`src/rtl/proc_pkg.sv`:
```
// proc_pkg: shared types, opcodes and instruction field positions for the processor control path
package proc_pkg;
  typedef enum logic [1:0] {T0, T1, T2, T3} state_t;
  typedef enum logic [3:0] {
    BUS_NONE = 4'd0, BUS_R0 = 4'd1, BUS_R1 = 4'd2, BUS_R2 = 4'd3, BUS_R3 = 4'd4,
    BUS_R4 = 4'd5, BUS_R5 = 4'd6, BUS_R6 = 4'd7, BUS_R7 = 4'd8,
    BUS_G = 4'd9, BUS_DIN = 4'd10
  } bus_sel_t;
  localparam logic [3:0] OP_MV = 4'h0;
  localparam logic [3:0] OP_MVI = 4'h1;
  localparam logic [3:0] OP_ADD = 4'h2;
  localparam logic [3:0] OP_SUB = 4'h3;
  localparam int OP_HI = 15;
  localparam int OP_LO = 12;
  localparam int RX_HI = 11;
  localparam int RX_LO = 9;
  localparam int RY_HI = 8;
  localparam int RY_LO = 6;
  localparam int REG_W = 3;
  function automatic bus_sel_t bus_reg(input logic [REG_W-1:0] r);
    return bus_sel_t'(4'(BUS_R0) + 4'(r));
  endfunction
endpackage

```
`src/rtl/reg_decoder.sv`:
```
// reg_decoder: register index to one-hot load enable, all zero when disabled
module reg_decoder #(
  parameter int N = 8,
  parameter int W = $clog2(N)
) (
  input  logic         en,
  input  logic [W-1:0] idx,
  output logic [N-1:0] onehot
);
  assign onehot = en ? ({{(N-1){1'b0}}, 1'b1} << idx) : '0;
endmodule

```
`src/rtl/proc_control_fsm.sv`:
```
// proc_control_fsm: T0..T3 sequencer decoding IR into register enables, bus select and ALU control
module proc_control_fsm
  import proc_pkg::*;
#(
  parameter int N_REGS = 8,
  parameter int IR_WIDTH = 16
) (
  input  logic                clk,
  input  logic                rst,
  input  logic                run,
  input  logic [IR_WIDTH-1:0] ir,
  output logic                ir_in,
  output logic [N_REGS-1:0]   r_in,
  output logic                a_in,
  output logic                g_in,
  output logic                add_sub,
  output bus_sel_t            bus_sel,
  output logic                done
);
  state_t state_q, state_d;
  logic [3:0] op;
  logic [REG_W-1:0] rx, ry;
  logic is_alu, r_en;
  logic unused_ir_bits;
  assign op = ir[OP_HI:OP_LO];
  assign rx = ir[RX_HI:RX_LO];
  assign ry = ir[RY_HI:RY_LO];
  assign is_alu = (op == OP_ADD) || (op == OP_SUB);
  assign unused_ir_bits = ^ir[RY_LO-1:0];
  always_ff @(posedge clk)
    state_q <= rst ? state_d : T0;
  always_comb
    state_d = (state_q == T0) ? (run ? T1 : T0) :
              (state_q == T1) ? (is_alu ? T2 : T0) :
              (state_q == T2) ? T3 : T0;
  // Everything is gated by rst so a mid-instruction reset kills the pending write in that same cycle.
  always_comb begin
    ir_in = 1'b0;
    r_en = 1'b0;
    a_in = 1'b0;
    g_in = 1'b0;
    add_sub = 1'b0;
    bus_sel = BUS_NONE;
    done = 1'b0;
    if (rst) begin
      case (state_q)
        T0: ir_in = run;
        T1: begin
          bus_sel = (op == OP_MV) ? bus_reg(ry) : (op == OP_MVI) ? BUS_DIN : is_alu ? bus_reg(rx) : BUS_NONE;
          r_en = (op == OP_MV) || (op == OP_MVI);
          a_in = is_alu;
          done = !is_alu;
        end
        T2: begin
          bus_sel = bus_reg(ry);
          g_in = 1'b1;
          add_sub = (op == OP_SUB);
        end
        T3: begin
          bus_sel = BUS_G;
          r_en = 1'b1;
          done = 1'b1;
        end
        default: ;
      endcase
    end
  end
  reg_decoder #(.N(N_REGS), .W(REG_W)) u_dec (.en(r_en), .idx(rx), .onehot(r_in));
endmodule

```
`config.mk`:
```
export PLATFORM = sky130hd
export DESIGN_NAME = proc_control_fsm
export DESIGN_NICKNAME = d
export VERILOG_FILES = /design/src/rtl/proc_pkg.sv /design/src/rtl/reg_decoder.sv /design/src/rtl/proc_control_fsm.sv
export SDC_FILE = /design/constraint.sdc
export NUM_CORES = 1
export LEC_CHECK = 0
export BUFFER_PORTS_ARGS = -buffer_cell sky130_fd_sc_hd__buf_2
export CORE_MARGIN = 5
export CORE_UTILIZATION = 33
export CTS_CLUSTER_DIAMETER = 200
export CTS_CLUSTER_SIZE = 24
export DETAILED_ROUTE_END_ITERATION = 6
export MAX_ROUTING_LAYER = met4
export PLACE_DENSITY_LB_ADDON = 0.2
export SYNTH_ARGS = -nofsm -noshare
export SYNTH_HDL_FRONTEND = slang
export SYNTH_SLANG_ARGS = --single-unit
```
`constraint.sdc`:
```
create_clock -name clk -period 1 [get_ports clk]
set_input_delay 0.1 -clock clk [delete_from_list [all_inputs] [get_ports clk]]
set_output_delay 0.1 -clock clk [all_outputs]
set_load 0.1 [all_outputs]
```
==> metrics.cfg, run 1 <==
[yosys]
syn-num-nets = 87
synth_seq_cells = 2
synth.largest_area_cell = ha_1
synth_common_cells = and3_1, ha_1, inv_1
synth_edf_count = 0
yosysWarnings = 0
synth_area_per_cell_um2 = 7.24
synth_area_um2 = 442
synth_top_area_share_pct = 19.8
synthArstFlopShare_pct = 0
synthCells = 61
synth_cell_types = 30
yosysSeqAreaShare_pct = 9.07
synthTopCellsByArea = ha_1, and3_1, dfxtp_1
synth-main-ff-cell = dfxtp_1

[cts]
ctsResizeCount = 18
cts_inserted_buffers = 3
cts_root_buf = clkbuf_4
clock_path_buffers = 2
cts_sinks = 2
h-tree-depth = 1
postCtsSetupRepairBufs = 3
cts_hold_buffers = 0

[placement]
finalWeightedCongestion = 0.769
hpwlAfterDp_um = 2070
post-place-cells = 130
dpl-instance-area_mm2 = 0.00119
port_buffers = 29

[floorplanning]
die_y_um = 46.6
die_w_um = 46.6
initial_utilization_pct = 34.4
rows = 13
pin_count = 36

[status]
status = aborted with a tool error
lastStage = clock tree synthesis
error = [ERROR DPL-0038] Utilization greater than 100%, impossible to legalize

==> kinds of logic after synthesis <==
family / synth area share, %
mux: 2.27
buf+inv: 9.63
flops: 9.07
simple gates: 36.5
compound gates: 20.7
fa+ha+maj: 19.8
xor+xnor: 1.98
==> metrics by stage <==
step / setup WS (ns) / utilization (%)
after floorplan: -0.774 / -
after global placement: -0.503 / 93.0
after detailed placement: -0.577 / 93.0
==> run 2, diff against run 1 <==
--- a/config.mk
+++ b/config.mk
@@ -6,13 +6,10 @@
 export NUM_CORES = 1
 export LEC_CHECK = 0
 export BUFFER_PORTS_ARGS = -buffer_cell sky130_fd_sc_hd__buf_2
-export CORE_MARGIN = 5
-export CORE_UTILIZATION = 33
-export CTS_CLUSTER_DIAMETER = 200
-export CTS_CLUSTER_SIZE = 24
+export CORE_AREA = 5 5 66 68
 export DETAILED_ROUTE_END_ITERATION = 6
-export MAX_ROUTING_LAYER = met4
-export PLACE_DENSITY_LB_ADDON = 0.2
+export DIE_AREA = 0 0 71 73
+export PLACE_DENSITY_LB_ADDON = 0.15
 export SYNTH_ARGS = -nofsm -noshare
 export SYNTH_HDL_FRONTEND = slang
 export SYNTH_SLANG_ARGS = --single-unit
==> constraint.sdc (replaced) <==
create_clock -name clk -period 1.3 [get_ports clk]
set_input_delay 0.13 -clock clk [delete_from_list [all_inputs] [get_ports clk]]
set_output_delay 0.13 -clock clk [all_outputs]
set_load 0.1 [all_outputs]
==> run 2 against run 1 <==
Synthesized cell count stayed put. Area after synthesis did not move. The flow now finishes, with violations (setup timing).
==> metrics.cfg, run 2 <==
[pwr]
p_leak_nw = 0.562
p_clk_share_pct = 43.3
design_power_total_w = 0.000569
vdd_drop_max_v = 0.000369
power.density_mw_per_mm2 = 439
p_int_w = 0.000374
swShare_pct = 34.3
combPwrFrac_pct = 44.7
p_seq_share_pct = 12.0
netSwitchingPower_w = 0.000195

[global_routing]
antenna_found_initial = 0
grt_pass1_vias = 751
grt_start_max_net_pins = 9
grt_pass1_wl_um = 3150
grt-ovfl-total = 0
grt_usage_pct = 7.52

[cts]
cts_hold_buffers = 0  ; unchanged
h-tree-depth = 1  ; unchanged
path_clk_slew_ns = 0.03
clk_latency_ns = 0.21
cts_tree = built
cts_root_buf = clkbuf_8
cts_sinks = 2  ; unchanged
cts_inserted_buffers = 3  ; unchanged
clock_path_buffers = 2  ; unchanged

[floorplanning]
die_w_um = 71  ; +52%
rows = 23  ; +10
die_area_mm2 = 0.00518
die_y_um = 73  ; +57%
placeableCoreArea_mm2 = 0.00380
pin_count = 36  ; unchanged
initial_utilization_pct = 11.6  ; -23 points

[yosys]
synthArstFlopShare_pct = 0  ; unchanged
synth_common_cells = and3_1, ha_1, inv_1
synth.largest_area_cell = ha_1
synth_edf_count = 0  ; unchanged
synth_area_per_cell_um2 = 7.24  ; unchanged
syn-num-nets = 87  ; unchanged
synthCells = 61  ; unchanged
synthTopCellsByArea = ha_1, and3_1, dfxtp_1
synth-main-ff-cell = dfxtp_1
yosysWarnings = 0  ; unchanged
synth_cell_types = 30  ; unchanged
synth_seq_cells = 2  ; unchanged
synth_area_um2 = 442  ; unchanged
synth_top_area_share_pct = 19.8  ; unchanged
yosysSeqAreaShare_pct = 9.07  ; unchanged

[critical_path]
cp_num_buf_inv = 2
cp_max_fo = 2
cp_slowest_cell = ha_1
crit_chain = buf_2, ha_1, ha_4, a21oi_2, a41oi_2, o22ai_4, buf_12
critical_path.max_stage_delay_ns = 0.24
rr_worst_depth = 4
arrival_ns = 1.35
crit_cells = 7
cp.required_ns = 1.17
cp_top_family = adder cells
worstSetupStartpointType = input pin
critPathKind = in -> out
critPathCaptureType = output port

[timing]
max_slew.worst_pin.slew_ns = 0.452
skew_ns = 0.000631
timing.hold.ws_ns = 0.183
period_share_pct = 114
tns_ns = -2.34
fmax_ghz = 0.674
post-route-min-period_ns = 1.48
setup_viol = 17
worst_slack_ns = -0.184
slew_headroom_pct = 69.4
hold_violations = 0
rsz0062_at_grt = yes
drv_slew = 0

[route]
ant_nets = 0
dr_total_vias = 644
wire_per_inst_um = 11.4
dr.first_iter.drc_count = 6
first_pass_iters = 3
wirelength_um = 1840
viasPerCell = 4.00
drc_errors = 0

[final_layout]
n_fill_cell = 415
largest-register = state_q
layout-drive-gt1-share_pct = 74.8
finalInstanceArea_mm2 = 0.00130
antenna_cells = 0
num-nets-final = 139
seq_area_um2 = 45.0
multi_input_area_um2 = 543
largest_reg_flops = 2
mostFrequentLayoutCells = buf_12, buf_4, buf_2
syn2layout_area_growth_pct = 194
reg_top3 = state_q x2

[placement]
finalWeightedCongestion = 0.778  ; +1.2%
port_buffers = 29  ; unchanged
hpwlAfterDp_um = 1610  ; -22%
dpl-instance-area_mm2 = 0.00118  ; -1.4%

[min_path]
hold_path_class = in -> reg
whs_path_depth = 3

[flow_run]
drv_cap = 0

[status]
violations = setup timing
status = finished with violations

## run 2: final cells by class
class	count	share of cell area, %
clock buffer	3	3.18
inverter	7	2.51
multi-input combinational	49	41.9
sequential	2	3.47
tap	50	4.82
timing repair buffer	50	44.2
## run 2: path summary, 6_finish.rpt
kind,slack [ns],startpoint,endpoint
min reg2reg,0.61,state_q[0]$_SDFF_PN0_,state_q[0]$_SDFF_PN0_
min,0.18,run,state_q[0]$_SDFF_PN0_
max reg2reg,0.32,state_q[1]$_SDFF_PP0_,state_q[1]$_SDFF_PP0_
max,-0.18,ir[9],bus_sel[2]
## run 2: kinds of logic (layout without fill, tap and decap cells)
family | after synthesis | in the layout | share of synthesized area, %
compound gates | 13 | 13 | 20.7
mux | 1 | 1 | 2.27
flops | 2 | 2 | 9.07
xor+xnor | 1 | 1 | 1.98
simple gates | 27 | 27 | 36.5
fa+ha+maj | 7 | 7 | 19.8
buf+inv | 10 | 60 | 9.63
## run 2: power by group through the flow
stage                     registers, W  clock network, W  logic, W
after global placement       0.0000696                 0  0.000237
after detailed placement     0.0000698                 0  0.000238
after CTS                    0.0000687          0.000256  0.000253
after global routing         0.0000688          0.000263  0.000275
final                        0.0000685          0.000246  0.000254
after floorplan              0.0000663                 0  0.000134
## run 2: per-layer routing
metal	GRT usage [%]	wire, µm	vias up
li1	-	-	320
met1	7.94	711	301
met2	14.0	995	21
met3	1.79	107	2
met4	3.55	21	0
met5	0	0	-
## run 2: per-stage QoR
| step | cells | setup slack (ns) | util [%] |
|---|---|---|---|
| after floorplan | 61 | -0.504 | - |
| after global placement | 157 | -0.315 | 31.0 |
| after detailed placement | 157 | -0.306 | 31.0 |
| after CTS | 161 | -0.209 | 33.9 |
| after global routing | 161 | -0.261 | 34.2 |
| final | 161 | -0.184 | 34.2 |
## run 2: timing repair
item | 4_1_cts | 5_1_grt
gates resized for setup | 15 | 4
endpoints found under the setup margin | 17 | 17
pin swaps | 15 | 1
setup buffers | 2 | 1
## run 2: tightest hold or removal path, stage by stage
cell and delay [ns]:
buf_2 0.10, nor2_1 0.08, nor3_1 0.04
Note: power is estimated with default switching activity, not from simulation.
